## config.mk

```make
export PLATFORM = sky130hd
export DESIGN_NAME = pll_dri_master_flat
export DESIGN_NICKNAME = d
export VERILOG_FILES = /design/src/rtl/pll_dri_if.sv /design/src/rtl/pll_dri_master.sv /design/src/flat_wrapper.sv
export SDC_FILE = /design/constraint.sdc
export NUM_CORES = 1
export LEC_CHECK = 0
export CAP_MARGIN = 20
export CORE_UTILIZATION = 51
export CTS_BUF_LIST = sky130_fd_sc_hd__clkbuf_8
export DETAILED_ROUTE_END_ITERATION = 10
export MAX_ROUTING_LAYER = met4
export PLACE_DENSITY = 0.91
export SKIP_CTS_REPAIR_TIMING = 1
export SYNTH_ARGS = -nofsm -noshare
export SYNTH_HDL_FRONTEND = slang
export SYNTH_SLANG_ARGS = --single-unit
```

## constraint.sdc

```tcl
create_clock -name clk -period 9.2 [get_ports clk]
set_input_delay 2.3 -clock clk [delete_from_list [all_inputs] [get_ports clk]]
set_output_delay 2.3 -clock clk [all_outputs]
set_load 0.01 [all_outputs]
```

## src/rtl/pll_dri_if.sv

```systemverilog
`timescale 1ns/1ps
// Host command/response channel plus PF_CCC DRI port of the PLL DRI initiator.
// The master modport is the initiator's view; slave is the host/PLL side.
interface pll_dri_if;
    logic        cmd_valid;
    logic        cmd_ready;
    logic        cmd_write;
    logic [7:0]  cmd_addr;
    logic [31:0] cmd_wdata;
    logic        cmd_relock;
    logic        rsp_valid;
    logic [31:0] rsp_rdata;
    logic [1:0]  rsp_err;
    logic [10:0] dri_ctrl;
    logic [32:0] dri_wdata;
    logic [32:0] dri_rdata;
    logic        dri_interrupt;
    logic        irq_clr;
    logic        irq_pending;
    logic        pll_lock;

    modport master (
        input  cmd_valid, cmd_write, cmd_addr, cmd_wdata, cmd_relock,
        input  dri_rdata, dri_interrupt, irq_clr, pll_lock,
        output cmd_ready, rsp_valid, rsp_rdata, rsp_err,
        output dri_ctrl, dri_wdata, irq_pending
    );

    modport slave (
        output cmd_valid, cmd_write, cmd_addr, cmd_wdata, cmd_relock,
        output dri_rdata, dri_interrupt, irq_clr, pll_lock,
        input  cmd_ready, rsp_valid, rsp_rdata, rsp_err,
        input  dri_ctrl, dri_wdata, irq_pending
    );
endinterface

```

## src/rtl/pll_dri_master.sv

```systemverilog
`timescale 1ns/1ps
// DRI initiator: turns single host register commands into APB-style DRI transfers,
// optionally waits for a stable PLL relock after a write, then returns one response.
module pll_dri_master #(
    parameter int TIMEOUT_CYCLES      = 256,
    parameter int LOCK_TIMEOUT_CYCLES = 4096,
    parameter int LOCK_STABLE_CYCLES  = 16
) (
    input  logic      clk,
    input  logic      rst,
    pll_dri_if.master bus
);
    localparam int ACC_W = $clog2(TIMEOUT_CYCLES + 1);
    localparam int LTO_W = $clog2(LOCK_TIMEOUT_CYCLES + 1);
    localparam int STB_W = $clog2(LOCK_STABLE_CYCLES + 1);

    localparam logic [ACC_W-1:0] ACC_LAST = ACC_W'(TIMEOUT_CYCLES - 1);
    localparam logic [LTO_W-1:0] LTO_LAST = LTO_W'(LOCK_TIMEOUT_CYCLES - 1);
    localparam logic [STB_W-1:0] STB_LAST = STB_W'(LOCK_STABLE_CYCLES - 1);

    localparam logic [1:0] ERR_OK     = 2'b00;
    localparam logic [1:0] ERR_PREADY = 2'b01;
    localparam logic [1:0] ERR_LOCK   = 2'b10;

    typedef enum logic [2:0] {IDLE, SETUP, ACCESS, LOCKWAIT, RESP} state_t;

    state_t            state, state_n;
    logic              cmd_ready_q;
    logic              write_q;
    logic              relock_q;
    logic [7:0]        addr_q;
    logic [31:0]       wdata_q;
    logic [ACC_W-1:0]  acc_cnt;
    logic [LTO_W-1:0]  lock_cnt;
    logic [STB_W-1:0]  stable_cnt;
    logic              lock_meta;
    logic              lock_sync;
    logic              rsp_valid_q;
    logic [31:0]       rsp_rdata_q;
    logic [1:0]        rsp_err_q;
    logic              irq_q;
    logic              accept;
    logic              rsp_load;
    logic [31:0]       rdata_n;
    logic [1:0]        err_n;
    logic              pready;
    logic [31:0]       prdata;
    logic [10:0]       ctrl;
    logic [32:0]       wdata_out;

    function automatic int unsigned sat_inc(input int unsigned v, input int unsigned lim);
        return (v < lim) ? v + 1 : lim;
    endfunction

    assign pready = bus.dri_rdata[32];
    assign prdata = bus.dri_rdata[31:0];
    assign accept = bus.cmd_valid && cmd_ready_q;

    // DRI strobes decode straight from the state register so an async reset drops them at once.
    always_comb begin
        state_n   = state;
        rsp_load  = 1'b0;
        rdata_n   = '0;
        err_n     = ERR_OK;
        ctrl      = '0;
        wdata_out = '0;
        case (state)
            IDLE: begin
                if (accept) state_n = SETUP;
            end
            SETUP: begin
                ctrl      = {addr_q, write_q, 1'b0, 1'b1};
                wdata_out = {1'b0, wdata_q};
                state_n   = ACCESS;
            end
            ACCESS: begin
                ctrl      = {addr_q, write_q, 1'b1, 1'b1};
                wdata_out = {1'b0, wdata_q};
                if (pready) begin
                    if (relock_q) begin
                        state_n = LOCKWAIT;
                    end else begin
                        state_n  = RESP;
                        rsp_load = 1'b1;
                        rdata_n  = write_q ? 32'd0 : prdata;
                    end
                end else if (acc_cnt == ACC_LAST) begin
                    state_n  = RESP;
                    rsp_load = 1'b1;
                    err_n    = ERR_PREADY;
                end
            end
            LOCKWAIT: begin
                if (lock_sync && stable_cnt == STB_LAST) begin
                    state_n  = RESP;
                    rsp_load = 1'b1;
                end else if (lock_cnt == LTO_LAST) begin
                    state_n  = RESP;
                    rsp_load = 1'b1;
                    err_n    = ERR_LOCK;
                end
            end
            RESP: begin
                state_n = IDLE;
            end
            default: begin
                state_n = IDLE;
            end
        endcase
    end

    always_ff @(posedge clk or posedge rst) begin
        if (rst) begin
            state       <= IDLE;
            cmd_ready_q <= 1'b0;
            write_q     <= 1'b0;
            relock_q    <= 1'b0;
            addr_q      <= '0;
            wdata_q     <= '0;
            acc_cnt     <= '0;
            lock_cnt    <= '0;
            stable_cnt  <= '0;
            lock_meta   <= 1'b0;
            lock_sync   <= 1'b0;
            rsp_valid_q <= 1'b0;
            rsp_rdata_q <= '0;
            rsp_err_q   <= ERR_OK;
            irq_q       <= 1'b0;
        end else begin
            state       <= state_n;
            cmd_ready_q <= (state_n == IDLE);
            if (accept) begin
                write_q  <= bus.cmd_write;
                relock_q <= bus.cmd_write && bus.cmd_relock;
                addr_q   <= bus.cmd_addr;
                wdata_q  <= bus.cmd_wdata;
            end
            // Counters restart on every state entry and saturate rather than wrap.
            acc_cnt    <= (state == ACCESS) ? ACC_W'(sat_inc(32'(acc_cnt), TIMEOUT_CYCLES)) : '0;
            lock_cnt   <= (state == LOCKWAIT) ? LTO_W'(sat_inc(32'(lock_cnt), LOCK_TIMEOUT_CYCLES)) : '0;
            stable_cnt <= (state == LOCKWAIT && lock_sync) ?
                          STB_W'(sat_inc(32'(stable_cnt), LOCK_STABLE_CYCLES)) : '0;
            lock_meta   <= bus.pll_lock;
            lock_sync   <= lock_meta;
            rsp_valid_q <= rsp_load;
            if (rsp_load) begin
                rsp_rdata_q <= rdata_n;
                rsp_err_q   <= err_n;
            end
            irq_q <= bus.dri_interrupt | (irq_q & ~bus.irq_clr);
        end
    end

    assign bus.cmd_ready   = cmd_ready_q;
    assign bus.rsp_valid   = rsp_valid_q;
    assign bus.rsp_rdata   = rsp_rdata_q;
    assign bus.rsp_err     = rsp_err_q;
    assign bus.dri_ctrl    = ctrl;
    assign bus.dri_wdata   = wdata_out;
    assign bus.irq_pending = irq_q;
endmodule

```

## src/flat_wrapper.sv

```systemverilog
// flat-port wrapper written by rule: the top's interface ports become plain ports
module pll_dri_master_flat 
#(
    parameter int TIMEOUT_CYCLES      = 256,
    parameter int LOCK_TIMEOUT_CYCLES = 4096,
    parameter int LOCK_STABLE_CYCLES  = 16
)
  (clk, rst, bus_cmd_valid, bus_cmd_write, bus_cmd_addr, bus_cmd_wdata, bus_cmd_relock, bus_dri_rdata, bus_dri_interrupt, bus_irq_clr, bus_pll_lock, bus_cmd_ready, bus_rsp_valid, bus_rsp_rdata, bus_rsp_err, bus_dri_ctrl, bus_dri_wdata, bus_irq_pending);
  pll_dri_if bus_i ();
  input  logic clk;
  input  logic rst;
  input wire logic [$bits(bus_i.cmd_valid)-1:0] bus_cmd_valid;
  input wire logic [$bits(bus_i.cmd_write)-1:0] bus_cmd_write;
  input wire logic [$bits(bus_i.cmd_addr)-1:0] bus_cmd_addr;
  input wire logic [$bits(bus_i.cmd_wdata)-1:0] bus_cmd_wdata;
  input wire logic [$bits(bus_i.cmd_relock)-1:0] bus_cmd_relock;
  input wire logic [$bits(bus_i.dri_rdata)-1:0] bus_dri_rdata;
  input wire logic [$bits(bus_i.dri_interrupt)-1:0] bus_dri_interrupt;
  input wire logic [$bits(bus_i.irq_clr)-1:0] bus_irq_clr;
  input wire logic [$bits(bus_i.pll_lock)-1:0] bus_pll_lock;
  output wire logic [$bits(bus_i.cmd_ready)-1:0] bus_cmd_ready;
  output wire logic [$bits(bus_i.rsp_valid)-1:0] bus_rsp_valid;
  output wire logic [$bits(bus_i.rsp_rdata)-1:0] bus_rsp_rdata;
  output wire logic [$bits(bus_i.rsp_err)-1:0] bus_rsp_err;
  output wire logic [$bits(bus_i.dri_ctrl)-1:0] bus_dri_ctrl;
  output wire logic [$bits(bus_i.dri_wdata)-1:0] bus_dri_wdata;
  output wire logic [$bits(bus_i.irq_pending)-1:0] bus_irq_pending;
  assign bus_i.cmd_valid = bus_cmd_valid;
  assign bus_i.cmd_write = bus_cmd_write;
  assign bus_i.cmd_addr = bus_cmd_addr;
  assign bus_i.cmd_wdata = bus_cmd_wdata;
  assign bus_i.cmd_relock = bus_cmd_relock;
  assign bus_i.dri_rdata = bus_dri_rdata;
  assign bus_i.dri_interrupt = bus_dri_interrupt;
  assign bus_i.irq_clr = bus_irq_clr;
  assign bus_i.pll_lock = bus_pll_lock;
  assign bus_cmd_ready = bus_i.cmd_ready;
  assign bus_rsp_valid = bus_i.rsp_valid;
  assign bus_rsp_rdata = bus_i.rsp_rdata;
  assign bus_rsp_err = bus_i.rsp_err;
  assign bus_dri_ctrl = bus_i.dri_ctrl;
  assign bus_dri_wdata = bus_i.dri_wdata;
  assign bus_irq_pending = bus_i.irq_pending;
  pll_dri_master #(.TIMEOUT_CYCLES(TIMEOUT_CYCLES), .LOCK_TIMEOUT_CYCLES(LOCK_TIMEOUT_CYCLES), .LOCK_STABLE_CYCLES(LOCK_STABLE_CYCLES)) u_core (.clk(clk), .rst(rst), .bus(bus_i));
endmodule
```

# After elaboration in Yosys (flattened, before gate mapping)
# Index checks and enable logic that the tools add are counted.
dict set report classes {
  add_sub_neg 3
  n_lt_le_gt_ge 3
  n_eq_ne 6
  muxes 30
  bitwise 3
  reduce_logical 7
}
# operator n
set ops {}
lappend ops {{two-way mux 32 bit} 5}
lappend ops {{two-way mux 13 bit} 2}
lappend ops {{one-hot mux 11 bit (2 select lines)} 1}
lappend ops {{two-way mux 3 bit} 6}
lappend ops {{two-way mux 9 bit} 2}
lappend ops {{adder 13 x 1 -> 13 bit (second input constant)} 1}
lappend ops {{== test 13 x 12 -> 1 bit (second input constant)} 1}
lappend ops {{< comparator 13 bit (second input constant)} 1}
lappend ops {{one-hot mux 3 bit (4 select lines)} 1}
lappend ops {{two-way mux 5 bit} 2}
lappend ops {{adder 9 x 1 -> 9 bit (second input constant)} 1}
lappend ops {{== test 9 x 8 -> 1 bit (second input constant)} 1}
lappend ops {{< comparator 9 bit (second input constant)} 1}
lappend ops {{== test 3 x 2 -> 1 bit (second input constant)} 2}
lappend ops {{zero test 3 bit} 2}
lappend ops {{two-way mux 1 bit} 6}
lappend ops {{two-way mux 2 bit} 3}
lappend ops {{adder 5 x 1 -> 5 bit (second input constant)} 1}
lappend ops {{== test 5 x 4 -> 1 bit (second input constant)} 1}
lappend ops {{< comparator 5 bit (second input constant)} 1}
lappend ops {{logical AND 1 bit} 4}
lappend ops {{one-hot mux 2 bit (2 select lines)} 1}
lappend ops {{== test 3 x 1 -> 1 bit (second input constant)} 1}
lappend ops {{one-hot mux 1 bit (2 select lines)} 1}
lappend ops {{other kinds (4)} 4}
dict set report word_totals {
  regBits 111
  inputBits 81
  out_inout_bits 81
  word_cells 67
}

# Longest topological paths before layout
dict set report depth {
  word_depth 5
  depth_mapped 6
  depth_no_buf 5
}

# Worst setup path before layout
# No wires, ideal clock.
dict set report synth_path {
  kind {register -> output}
  startpoint {reg u_core.state[0]}
  endpoint {out bus_dri_ctrl[10]}
  arrival_ns 1.389
  required_ns 6.900
  path_slack_ns 5.511
  stages_incl_launch_ff 6
  n_path_buf 2
  cell_sequence {dfrtp_1 buf_8 or2b_1 a21oi_1 clkbuf_1 and2_1}
}
dict set report synth_between {
  elab_chain_cells 2
  word_cells_on_any_way 3
  cone_classes {eq/ne: 2; mux: 1}
}
# element line_no
set synth_rtl {}
lappend synth_rtl {{start, declared} pll_dri_master.sv:27} ;# state_t state, state_n;
lappend synth_rtl {{start signal, assigned} pll_dri_master.sv:130} ;# state <= state_n;
lappend synth_rtl {{== test 3 x 2 -> 1 bit or == test 3 x 1 -> 1 bit (tied branches)} pll_dri_master.sv:67} ;# case (state)
lappend synth_rtl {{one-hot mux 11 bit (2 select lines) *} pll_dri_master.sv:67}
lappend synth_rtl {{end, declared} flat_wrapper.sv:25} ;# output wire logic [$bits(bus_i.dri_ctrl)-1:0] bus_dri_ctrl;
# Mark *: on every way between the ends. The rest lies on a longest branch, timed or not.

# Final worst setup path
dict set report layout_path {
  startpoint {reg u_core.state[1]}
  endpoint {out bus_dri_ctrl[5]}
}
# The elaborated chain is that of the path after synthesis.

==> summary.md <==
| Metric | Value |
|---|---|
| Antenna Nets Post-Route | 0 |
| Switching fraction of total power | 31.90% |
| Max frequency | 209.5 MHz |
| Leakage Power | 2.882 nW |
| RePlAce Congestion | 0.7460 |
| Switching power | 0.5964 mW |
| Setup-failing EPs final | 0 |
| Syn avg cell area | 12.93 sq um |
| Antenna violations before repair | 0 |
| Pre-antenna DRT Iters | 5 |
| Final Skew | 0.01729 ns |
| # diodes | 0 |
| Yosys reg bits | 111 |
| Synth unique cells | 49 |
| Clock network power share | 16.2% |
| DIE HEIGHT | 98.99 microns |
| Vias in the first global route | 3432 |
| Starting Density | 52.16% |
| HPWL Detailed | 7.747 mm |
| Clock-pin slew on the worst setup and hold paths | 0.10 ns |
| Status | complete, no violations |
| Iter 0 DRT Violations | 98 |
| Clock Sinks | 111 |
| GRT overflow | 0 |
| Clk_lat worst skew | 0.38 ns |
| Post-place setup slack | 4.651 ns |
| Share of cells above drive strength 1 | 14.88% |
| Number of core rows | 35 |
| CTS Buf Count | 9 |
| Die width | 98.99 microns |
| Flop pwr share | 39.8% |
| Wire per inst | 17.01 microns |
| Port Buffer Count | 160 |
| Comb power frac | 44.0% |
| Number of placed I/O pins | 162 |
| Final-report max-slew violation count | 0 |
| PD cells | 280.6 nW/um^2 |
| Hold Path Depth | 0 |
| Post-synth top flop | dfrtp_1 |
| Post-Route WL | 10.92 mm |
| Crit path required time | 6.90 ns |
| Setup CP Type | flip-flop to primary output |
| Max-cap violations | 0 |
| Crit end category | primary output |
| CTS Buffer Depth | 2 |
| Core area | 9196 sq um |
| DRC | 0 |
| Largest net degree at the start of global routing | 83 |
| Final Hold Vio Count | 0 |
| GRT Util Overall | 23.51% |
| Post-synth EDFFs | 0 |
| Layout filler cell count | 602 |
| Register area share after synthesis | 57.90% |
| Peak VDD IR | 0.1385 mV |
| Most common cell after layout, fill and taps aside | clkdlybuf4s50_1 |
| Period Utilization, post-route | 51.88% |
| Mapped Nets | 455 |
| Unrepaired setup endpoints after global routing | no |
| Root Buffer | clkbuf_8 |
| Slew margin rel. | 31.18% |
| Layout Nets | 611 |
| DIE AREA | 9798 sq um |
| CTS tree | built |
| Htree depth | 3 |
| Min Tclk post-route | 4.773 ns |
| Ys async rst share | 100.0% |
| Area delta synth->final | 38.89% |
| Final worst slack | 4.427 ns |
| Cell area after synthesis | 4797 sq um |
| Worst Hold Class | flip-flop to flip-flop |
| Worst-case reg-to-reg path depth | 4 |
| Setup TNS Final | 0 ns |
| Cell Int Power | 1.273 mW |
| Critical Path Source Type | flip-flop |
| Synth Instances | 371 |
| Commonest non-fill, non-tap cells in the layout | clkdlybuf4s50_1 (160), dfrtp_1 (111), mux2_2 (41), and2_1 (41), a22o_1 (30) |
| Measured slew at the worst slew-check pin | 1.029 ns |
| CP Max Fanout | 42 |
| Synth warn | 0 |
| Number of vias in the routed layout | 3455 |
| Vias per cell | 5.382 |
| Arrival time worst endpoint | 2.47 ns |
| Global-route wire length before repair | 17.02 mm |
-- metal layers --
layer  share of wire [%]  global-route usage, %  vias up
met5                   0                      -        -
met4                 2.4                  10.56        0
met1                  41                  27.57     1723
li1                    -                      -     1585
met2                  52                  39.54      126
met3                 4.7                  4.397       21
-- stage by stage --
stage / power, mW / hold slack, ns / utilization [%] / cells / area [sq um]
2_1_floorplan: 1.168 / 0.3312 / - / 371 / 4797
3_3_place_gp: 1.537 / 0.3385 / 69.78 / 625 / 6417
3_5_place_dp: 1.576 / 0.3347 / 69.78 / 625 / 6417
4_1_cts: 1.880 / 0.3566 / 71.99 / 640 / 6620
5_1_grt: 1.964 / 0.3694 / 72.45 / 642 / 6663
6_report: 1.869 / 0.3573 / 72.45 / 642 / 6663
-- path summary, 6_finish.rpt --
| kind | start | endpoint | slack, ns |
|---|---|---|---|
| max in group asynchronous | rst | u_core.bus.rsp_rdata[20]$_DFFE_PP0P_ | 6.04 |
| hold / removal | u_core.lock_meta$_DFF_PP0_ | u_core.lock_sync$_DFF_PP0_ | 0.36 |
| setup / recovery | u_core.state[1]$_DFF_PP0_ | bus_dri_ctrl[5] | 4.43 |
| setup reg to reg | u_core.state[1]$_DFF_PP0_ | u_core.bus.rsp_rdata[21]$_DFFE_PP0P_ | 6.99 |
| min in group asynchronous | rst | u_core.wdata_q[10]$_DFFE_PP0P_ | 2.25 |
| hold reg to reg | u_core.lock_meta$_DFF_PP0_ | u_core.lock_sync$_DFF_PP0_ | 0.36 |
-- state kept, by name, indices dropped and copies added, names as in the netlist --
signal and count:
u_core.bus.rsp_err 2, u_core.relock_q 1, u_core.lock_meta 1, u_core.bus.cmd_ready 1, u_core.wdata_q 32, u_core.bus.rsp_valid 1, u_core.state 3, u_core.lock_cnt 13
u_core.write_q 1, u_core.lock_sync 1, u_core.bus.rsp_rdata 32, u_core.addr_q 8, u_core.acc_cnt 9, u_core.stable_cnt 5, u_core.bus.irq_pending 1
-- cells by family after synthesis --
kind of cell	count (synthesis)	share of synthesized area [%]
simple gates	120	15.70
flops	111	57.90
compound gates	50	9.025
mux	41	9.624
buf+inv	28	3.782
xor+xnor	17	3.104
fa+ha+maj	3	0.7826
other cells	1	0.07817
-- synth_stat cells (2+ instances only) --
cell type  instances  share of area [%]
buf_6              8                1.9
nand2b_1           4               0.52
nor3_1             6               0.63
a22o_2             2               0.42
nand2_1            9               0.70
a21o_1             3               0.47
and2_1            41                5.3
and3_1             2               0.26
mux2_2            41                9.6
nand3_1            9               0.94
a22o_1            30                5.5
a21oi_1            4               0.42
dfrtp_1          111                 58
o21ai_0            2               0.21
or2b_1             3               0.47
nor2_1            29                2.3
o21a_1             2               0.31
nor3b_4            2               0.78
xor2_1             7                1.3
ha_1               3               0.78
nand4_1            2               0.26
xnor2_1           10                1.8
clkbuf_1           8               0.63
inv_1              8               0.63
-- power by group through the flow --
stage	Combinational, mW	Sequential (mW)	Clock [mW]
detailed placement	0.827	0.749	0
global placement	0.797	0.740	0
CTS	0.828	0.744	0.307
finish	0.822	0.745	0.303
floorplan	0.429	0.739	0
global route	0.875	0.764	0.325
-- critical path, cell delays in order (launching register included) --
cell             delay [ns]
dfrtp_1                0.57
or2b_1                 0.29
a21oi_2                0.14
buf_4                  0.33
and2_1                 0.20
clkdlybuf4s50_1        0.55
-- final cells by class --
| cell class | count | area [sq um] | share of cell area, % |
|---|---|---|---|
| clock inverter | 5 | 65.06 | 0.9765 |
| tap | 111 | 138.9 | 2.085 |
| clock buffer | 10 | 137.6 | 2.066 |
| inverter | 8 | 32.53 | 0.4883 |
| multi-input combinational | 232 | 1844 | 27.68 |
| timing repair buffer | 165 | 1667 | 25.01 |
| sequential | 111 | 2778 | 41.69 |
Note: power is estimated with default switching activity, not from simulation.
